==> src/rtl/regfile_rat.sv <==
// Architectural register file merged with a register alias table: committed data,
// busy bit and youngest-producer ROB tag per register, with combinational operand lookup.
module regfile_rat #(
  parameter int WIDTH        = 32,
  parameter int NUM_REGS     = 32,
  parameter int ROB_DEPTH    = 8,
  parameter int READ_PORTS   = 2,
  parameter int COMMIT_PORTS = 2,
  localparam int RW = $clog2(NUM_REGS),
  localparam int TW = $clog2(ROB_DEPTH)
) (
  input  logic             clk,
  input  logic             rst,
  input  logic             flush,
  input  logic             disp_valid,
  input  logic [RW-1:0]    disp_rd,
  input  logic [TW-1:0]    disp_tag,
  input  logic             cmt_valid [COMMIT_PORTS],
  input  logic [RW-1:0]    cmt_rd    [COMMIT_PORTS],
  input  logic [TW-1:0]    cmt_tag   [COMMIT_PORTS],
  input  logic [WIDTH-1:0] cmt_data  [COMMIT_PORTS],
  input  logic             rob_rdy   [ROB_DEPTH],
  input  logic [WIDTH-1:0] rob_data  [ROB_DEPTH],
  input  logic [RW-1:0]    rs_idx    [READ_PORTS],
  output logic             rs_busy   [READ_PORTS],
  output logic [TW-1:0]    rs_tag    [READ_PORTS],
  output logic [WIDTH-1:0] rs_val    [READ_PORTS]
);

  localparam int LW = 1 + TW + WIDTH;

  logic [WIDTH-1:0] data_q [NUM_REGS];
  logic [WIDTH-1:0] data_d [NUM_REGS];
  logic             busy_q [NUM_REGS];
  logic             busy_d [NUM_REGS];
  logic [TW-1:0]    tag_q  [NUM_REGS];
  logic [TW-1:0]    tag_d  [NUM_REGS];

  // Operand lookup on pre-update state; packs {busy, tag, val}.
  function automatic logic [LW-1:0] lookup(input logic [RW-1:0] idx);
    logic             hit;
    logic [WIDTH-1:0] fwd;
    logic [TW-1:0]    t;
    hit = 1'b0;
    fwd = '0;
    t   = tag_q[idx];
    if (idx == '0) begin
      return '0;
    end
    if (!busy_q[idx]) begin
      return {1'b0, t, data_q[idx]};
    end
    // Ascending scan so the youngest matching commit port wins.
    for (int i = 0; i < COMMIT_PORTS; i++) begin
      if (cmt_valid[i] && cmt_rd[i] == idx && cmt_tag[i] == t) begin
        hit = 1'b1;
        fwd = cmt_data[i];
      end
    end
    if (hit) begin
      return {1'b0, t, fwd};
    end
    if (rob_rdy[t]) begin
      return {1'b0, t, rob_data[t]};
    end
    return {1'b1, t, {WIDTH{1'b0}}};
  endfunction

  always_comb begin
    for (int p = 0; p < READ_PORTS; p++) begin
      {rs_busy[p], rs_tag[p], rs_val[p]} = lookup(rs_idx[p]);
    end
  end

  always_comb begin
    for (int r = 0; r < NUM_REGS; r++) begin
      data_d[r] = data_q[r];
      busy_d[r] = busy_q[r];
      tag_d[r]  = tag_q[r];
    end
    // Stale-tag commits still write data; only the owning producer releases busy.
    for (int i = 0; i < COMMIT_PORTS; i++) begin
      if (cmt_valid[i] && cmt_rd[i] != '0) begin
        data_d[cmt_rd[i]] = cmt_data[i];
        if (busy_q[cmt_rd[i]] && tag_q[cmt_rd[i]] == cmt_tag[i]) begin
          busy_d[cmt_rd[i]] = 1'b0;
        end
      end
    end
    if (flush) begin
      for (int r = 0; r < NUM_REGS; r++) begin
        busy_d[r] = 1'b0;
      end
    end else if (disp_valid && disp_rd != '0) begin
      busy_d[disp_rd] = 1'b1;
      tag_d[disp_rd]  = disp_tag;
    end
  end

  always_ff @(posedge clk) begin
    if (rst) begin
      for (int r = 0; r < NUM_REGS; r++) begin
        data_q[r] <= '0;
        busy_q[r] <= 1'b0;
        tag_q[r]  <= '0;
      end
    end else begin
      for (int r = 0; r < NUM_REGS; r++) begin
        data_q[r] <= data_d[r];
        busy_q[r] <= busy_d[r];
        tag_q[r]  <= tag_d[r];
      end
    end
  end

endmodule

==> config.mk <==
export PLATFORM = sky130hd
export DESIGN_NAME = regfile_rat
export DESIGN_NICKNAME = d
export VERILOG_FILES = /design/src/rtl/regfile_rat.sv
export SDC_FILE = /design/constraint.sdc
export NUM_CORES = 2
export LEC_CHECK = 0
export ABC_AREA = 1
export ABC_CLOCK_PERIOD_IN_PS = 2500
export BUFFER_PORTS_ARGS = -buffer_cell sky130_fd_sc_hd__buf_2
export CORE_MARGIN = 1
export CORE_UTILIZATION = 30
export CTS_BUF_LIST = sky130_fd_sc_hd__clkbuf_8
export CTS_CLUSTER_DIAMETER = 40
export DETAILED_ROUTE_END_ITERATION = 6
export MAX_ROUTING_LAYER = met4
export PLACE_DENSITY = 0.41
export SYNTH_ARGS = -nofsm -noshare
export SYNTH_HDL_FRONTEND = slang
export SYNTH_SLANG_ARGS = --single-unit
==> constraint.sdc <==
create_clock -name clk -period 2.5 [get_ports clk]
set_input_delay 0.25 -clock clk [delete_from_list [all_inputs] [get_ports clk]]
set_output_delay 0.25 -clock clk [all_outputs]
set_load 0.05 [all_outputs]
==> impl_results.rst, run 1 <==
.. list-table::
   :header-rows: 1

   * - Metric
     - Value
   * - Post-synth net total
     - 13900
   * - Top-level port count
     - 440
   * - Outcome
     - aborted with a tool error
   * - Largest area contributor in the synthesized netlist
     - sky130_fd_sc_hd__dfxtp_1
   * - Final GP Congestion
     - 1.041
   * - Global router's overall resource usage
     - 45.81%
   * - List of most frequent post-synthesis cells
     - sky130_fd_sc_hd__nand2_1, sky130_fd_sc_hd__o21ai_0, sky130_fd_sc_hd__a21oi_1
   * - DP Wirelength
     - 474.2 mm
   * - Number of warning messages in the yosys log
     - 0
   * - First-pass GRT wire length
     - 870.5 mm
   * - Synth Cell Area
     - 82650 µm²
   * - Worst-path endpoint category
     - top-level output
   * - Starting density of the core
     - 30.18%
   * - Portion of the post-synthesis area used by sequential elements
     - 27.90%
   * - Number of antenna violations at the first check in global routing
     - 87
   * - Clk buf depth
     - 4
   * - Floorplan die height
     - 526.9 µm
   * - Worst_ep grt
     - rs_val[26]
   * - Clock buffer count from CTS
     - 318
   * - Dominant cells by area after synthesis
     - sky130_fd_sc_hd__dfxtp_1, sky130_fd_sc_hd__nand2_1, sky130_fd_sc_hd__o21ai_0, sky130_fd_sc_hd__a21oi_1, sky130_fd_sc_hd__o211ai_1
   * - Overflow after GRT
     - 0
   * - Mean Syn Cell Area
     - 6.110 µm²
   * - Top cell type's share of synthesized area
     - 27.90%
   * - Number of unique standard cell types used by synthesis
     - 49
   * - Floorplan die width
     - 526.9 µm
   * - Port-buffer cells
     - 439
   * - Gate Count Post-Synth
     - 13530
   * - Clock root cell
     - sky130_fd_sc_hd__clkbuf_8
   * - Stage at which the flow ended
     - detailed routing
   * - Dominant cell by count in the synthesized netlist
     - sky130_fd_sc_hd__nand2_1
   * - Number of enable-type register cells in the synthesized netlist
     - 0
   * - # H-tree levels
     - 5
   * - Most used flip-flop cell after synthesis
     - sky130_fd_sc_hd__dfxtp_1
   * - Register bit count reported by yosys
     - 1152
   * - Vias in the first global route
     - 104700
   * - Synth async-reset ratio
     - 0%
   * - Halt Reason
     - [ERROR DRT-0255] Maze Route cannot find path of net rob_data[241] in worker of routeBox ( 483000 0 ) ( 526870 48300 ).
   * - CTS Sinks
     - 1152
   * - FP Rows
     - 192
   * - Largest net degree at the start of global routing
     - 99
-- through the flow --
stage / instance area [µm²] / std cells / utilization [%] / hold slack (ns) / worst slack [ns]
2_1_floorplan: 83370 / 13530 / - / 0.4158 / -0.006047
3_5_place_dp: 106800 / 18400 / 39.01 / 0.4442 / -1.717
3_3_place_gp: 106800 / 18400 / 39.01 / 0.4401 / -1.745
5_1_grt: 121300 / 19290 / 44.29 / 0.06095 / -1.695
4_1_cts: 118800 / 19180 / 43.37 / 0.0007944 / -1.699
-- routing by layer --
| layer | track usage [%] |
|---|---|
| met5 | - |
| met4 | 29.08 |
| met3 | 12.54 |
| met2 | 64.14 |
| met1 | 57.58 |
-- cells by family after synthesis --
kind of cell              after synthesis  synth area share (%)
DFF                                  1152                 27.90
xor gates and xnor gates                2               0.02120
AOI/OAI and AO/OA                    5043                 36.11
and+or+nand+nor                      4391                 21.69
buffers and inverters                2939                 14.27
-- repair_timing --
| item | CTS | global route |
|---|---|---|
| endpoints found under the setup margin | 103 | 103 |
| gates resized for setup | 666 | 429 |
| endpoints found under the hold margin | 817 | 0 |
| cloned | 32 | 16 |
| hold buffers | 100 | 0 |
| pin swaps | 212 | 263 |
| buffers inserted | 117 | 54 |
==> inputs of run 2 (changes only) <==
- CORE_UTILIZATION: 30 -> 20
- CTS_BUF_LIST: sky130_fd_sc_hd__clkbuf_8 -> default
- CTS_CLUSTER_DIAMETER: 40 -> default
- MAX_ROUTING_LAYER: met4 -> default
- PLACE_DENSITY: 0.41 -> default
- PLACE_DENSITY_LB_ADDON: default -> 0.15
==> run 2 against run 1 <==
Compared with the run above: the flow now finishes, with violations (design-rule violations, negative setup slack); synthesized area is the same; synthesized cell count did not move; global-route usage decreased by 16 points.
==> impl_results.rst, run 2 <==
.. list-table::
   :header-rows: 1

   * - Metric
     - Value
   * - Top-level port count
     - 440 (unchanged)
   * - First-pass GRT wire length
     - 867.4 mm (was 870.5 mm)
   * - Slew @ Worst Pin
     - 0.9683 ns
   * - Fmax
     - 255.5 MHz
   * - Count of TritonRoute iterations in the first routing pass
     - 7
   * - Class of the most critical setup path
     - reg2out
   * - Worst-path cell chain
     - buf_6 > nand2_2 > nand3_2 > nand3_2 > nand2_2 > nand2_2 > nand3_4 > nand2_8 > clkbuf_16 > buf_12 > clkbuf_16 > nand2_1 > nand3_1 > nand3_1 > nand2_2 > nand2_1 > nand2_1 > nand2_2 > a21oi_4 > buf_12
   * - Synth async-reset ratio
     - 0% (unchanged)
   * - Number of enable-type register cells in the synthesized netlist
     - 0 (unchanged)
   * - Maximum fanout count along the critical path
     - 8
   * - Starting density of the core
     - 20.13% (was 30.18%)
   * - Count of fill cells added during filler insertion
     - 45680
   * - CTS Sinks
     - 1152 (unchanged)
   * - Final setup violation count
     - 72
   * - Violations in the final reports
     - design-rule violations, negative setup slack
   * - Dominant cells by area after synthesis
     - sky130_fd_sc_hd__dfxtp_1, sky130_fd_sc_hd__nand2_1, sky130_fd_sc_hd__o21ai_0, sky130_fd_sc_hd__a21oi_1, sky130_fd_sc_hd__o211ai_1 (unchanged)
   * - Post-synth net total
     - 13900 (unchanged)
   * - Post-placement setup slack
     - -1.041 ns (was -1.717 ns)
   * - Crit path launch type
     - flip-flop
   * - DRC violation total after the first TritonRoute iteration
     - 15760
   * - Worst hold path class
     - in2reg
   * - Post-route DRC
     - 1
   * - Via density per instance
     - 5.368
   * - Final Hold Viols
     - 0
   * - Outcome
     - finished, violations left (was aborted with a tool error)
   * - Fraction of final layout cells sized beyond drive strength 1
     - 25.16%
   * - Floorplan die height
     - 644.8 µm (was 526.9 µm)
   * - Power share of the clock group
     - 38.1%
   * - List of most frequent post-synthesis cells
     - sky130_fd_sc_hd__nand2_1, sky130_fd_sc_hd__o21ai_0, sky130_fd_sc_hd__a21oi_1 (unchanged)
   * - Worst-case headroom to the max-slew limit
     - 35.38%
   * - Most used flip-flop cell after synthesis
     - sky130_fd_sc_hd__dfxtp_1 (unchanged)
   * - Combinational share of power
     - 31.8%
   * - Leading registers by flop count
     - data_q x1024, tag_q x96, busy_q x32
   * - Pwr/cell area
     - 518.9 nW/µm²
   * - Max reg flops
     - 1024
   * - Cell with the largest stage delay on the worst path
     - sky130_fd_sc_hd__dfxtp_4
   * - Endpoint class of the critical path
     - primary output
   * - Overflow after GRT
     - 0 (unchanged)
   * - Register containing the most flip-flops in the final layout
     - data_q
   * - Number of cells in the design after placement
     - 20270 (was 18400)
   * - P_leak
     - 53.97 nW
   * - Register bit count reported by yosys
     - 1152 (unchanged)
   * - Required time at the endpoint of the critical path
     - 2.25 ns
   * - Number of warning messages in the yosys log
     - 0 (unchanged)
   * - Finished Layout Cells
     - 20780
   * - Count of final max-slew check failures
     - 0
   * - Post-Place Cell Area
     - 109600 µm² (was 106800 µm²)
   * - Gate Count Post-Synth
     - 13530 (unchanged)
   * - Library cell appearing most often on the critical path
     - sky130_fd_sc_hd__nand2_2
   * - Clock transition at the registers of the reported paths
     - 0.06 ns
   * - Unrepaired setup endpoints after global routing
     - yes
   * - Commonest cells after routing, fill and taps aside
     - sky130_fd_sc_hd__nand2_1, sky130_fd_sc_hd__o21ai_0, sky130_fd_sc_hd__buf_4
   * - Total Power
     - 0.06285 W
   * - Number of antenna violations at the first check in global routing
     - 62 (was 87)
   * - Switching part of the total
     - 37.26%
   * - # H-tree levels
     - 4 (was 5)
   * - Global router's overall resource usage
     - 29.65% (was 45.81%)
   * - Final instance area
     - 121100 µm²
   * - Clk Latency, worst-skew pair
     - 0.90 ns
   * - Switching power total
     - 0.02342 W
   * - Cell internal pwr
     - 0.03943 W
   * - Final period demand of the worst path
     - 3.914 ns
   * - Final WS setup
     - -1.414 ns
   * - Core area
     - 410500 µm²
   * - Worst Skew
     - 0.04268 ns
   * - Number of unique standard cell types used by synthesis
     - 49 (unchanged)
   * - Max stage delay on crit path
     - 0.36 ns
   * - Floorplan die width
     - 644.8 µm (was 526.9 µm)
   * - Clock root cell
     - sky130_fd_sc_hd__clkbuf_16 (was sky130_fd_sc_hd__clkbuf_8)
   * - Clock buffer count from CTS
     - 164 (was 318)
   * - TritonCTS clock tree
     - built
   * - Nets
     - 15550
   * - Synth Cell Area
     - 82650 µm² (unchanged)
   * - Max-cap check violation count
     - 0
   * - Sequential share of power
     - 30.1%
   * - Largest net degree at the start of global routing
     - 103 (was 99)
   * - IR Drop Worst-Case VDD
     - 0.0004777 V
   * - DRT antenna net count
     - 0
   * - Vias in the first global route
     - 99050 (was 104700)
   * - Area added between synthesis and finish
     - 46.55%
   * - Mean Syn Cell Area
     - 6.110 µm² (unchanged)
   * - Port-buffer cells
     - 439 (unchanged)
   * - Final GP Congestion
     - 0.9942 (was 1.041)
   * - DP Wirelength
     - 485.1 mm (was 474.2 mm)
   * - Setup_tns
     - -86.84 ns
   * - Most common library cell in the layout ignoring fill and taps
     - sky130_fd_sc_hd__nand2_1
   * - Top cell type's share of synthesized area
     - 27.90% (unchanged)
   * - Dominant cell by count in the synthesized netlist
     - sky130_fd_sc_hd__nand2_1 (unchanged)
   * - Die area
     - 415800 µm²
   * - FP Rows
     - 235 (was 192)
   * - Post-detailed-route wirelength per cell
     - 31.59 µm
   * - CP arrival
     - 3.66 ns
   * - Number of vias in the routed layout
     - 111500
   * - Clk buf depth
     - 4 (unchanged)
   * - Post-route fraction of the period consumed by the critical path
     - 156.5%
   * - Largest area contributor in the synthesized netlist
     - sky130_fd_sc_hd__dfxtp_1 (unchanged)
   * - Total wirelength of the detailed-routed design
     - 656.3 mm
   * - Portion of the post-synthesis area used by sequential elements
     - 27.90% (unchanged)
[run 2: cell counts after synthesis]
No cell type changed its count.
[run 2: final timing paths]
kind | from | slack (ns) | to | depth (start not counted)
setup reg to reg | tag_q[16][0] | 0.01 | busy_q[25] | 18
hold reg to reg | data_q[0][30] | 0.45 | data_q[0][30] | 2
setup / recovery | tag_q[22][0] | -1.41 | rs_val[42] | 20
hold / removal | disp_tag[0] | 0.04 | tag_q[1][0] | 3
[run 2: critical path, delay by kind of cell (launching register included)]
family | cells | cell delay (ns)
compound gates | 1 | 0.24
flops | 1 | 0.36
buf+inv | 5 | 0.78
simple gates | 14 | 1.37
[run 2: area by class of cell]
cell class	count	area [µm²]	share of cell area [%]
multi-input combinational	9437	51530	42.55
sequential	1152	23190	19.14
tap	5451	6820	5.631
antenna	28	70.07	0.05785
clock buffer	252	4890	4.037
timing repair buffer	2820	28230	23.30
timing repair inverter	1	8.758	0.007231
clock inverter	27	242.7	0.2004
inverter	1607	6143	5.072
[run 2: cells by family (layout without fill, tap and decap cells)]
logic type	after synthesis	count (layout)	synth area share [%]
DFF	1152	1152	27.90
other	0	28	0
buffers and inverters	2939	4707	14.27
xor gates and xnor gates	2	2	0.02120
AOI/OAI and AO/OA	5043	5043	36.11
and+or+nand+nor	4391	4392	21.69
[run 2: power by group through the flow]
stage          registers (W)  logic [W]  clock network [W]
4_1_cts               0.0189     0.0182             0.0242
6_report              0.0189     0.0200             0.0240
3_5_place_dp          0.0193     0.0173                  0
3_3_place_gp          0.0193     0.0173                  0
2_1_floorplan         0.0193    0.00744                  0
5_1_grt               0.0189     0.0204             0.0248
[run 2: through the flow]
stage | hold WS, ns | util [%]
after floorplan | 0.4158 | -
after global placement | 0.4389 | 26.69
after detailed placement | 0.4416 | 26.69
after CTS | 0.008466 | 28.58
after global routing | 0.04964 | 29.50
final | 0.04073 | 29.51
[run 2: routing by layer]
| metal | share of wire [%] | global-route usage, % | vias to the layer above |
|---|---|---|---|
| met5 | 0.0076 | 0 | - |
| met2 | 42 | 44.90 | 6503 |
| met1 | 42 | 40.05 | 54060 |
| met3 | 9.0 | 4.721 | 1218 |
| li1 | - | - | 49740 |
| met4 | 6.6 | 16.16 | 8 |
[run 2: timing repair]
item,in CTS,in global routing
hold buffers,51,0
pin swaps,102,261
setup buffers,33,84
endpoints found under the setup margin,103,103
gates cloned,17,35
resized for setup,385,635
hold endpoints to repair,182,0
(Power assumes the default switching activity.)
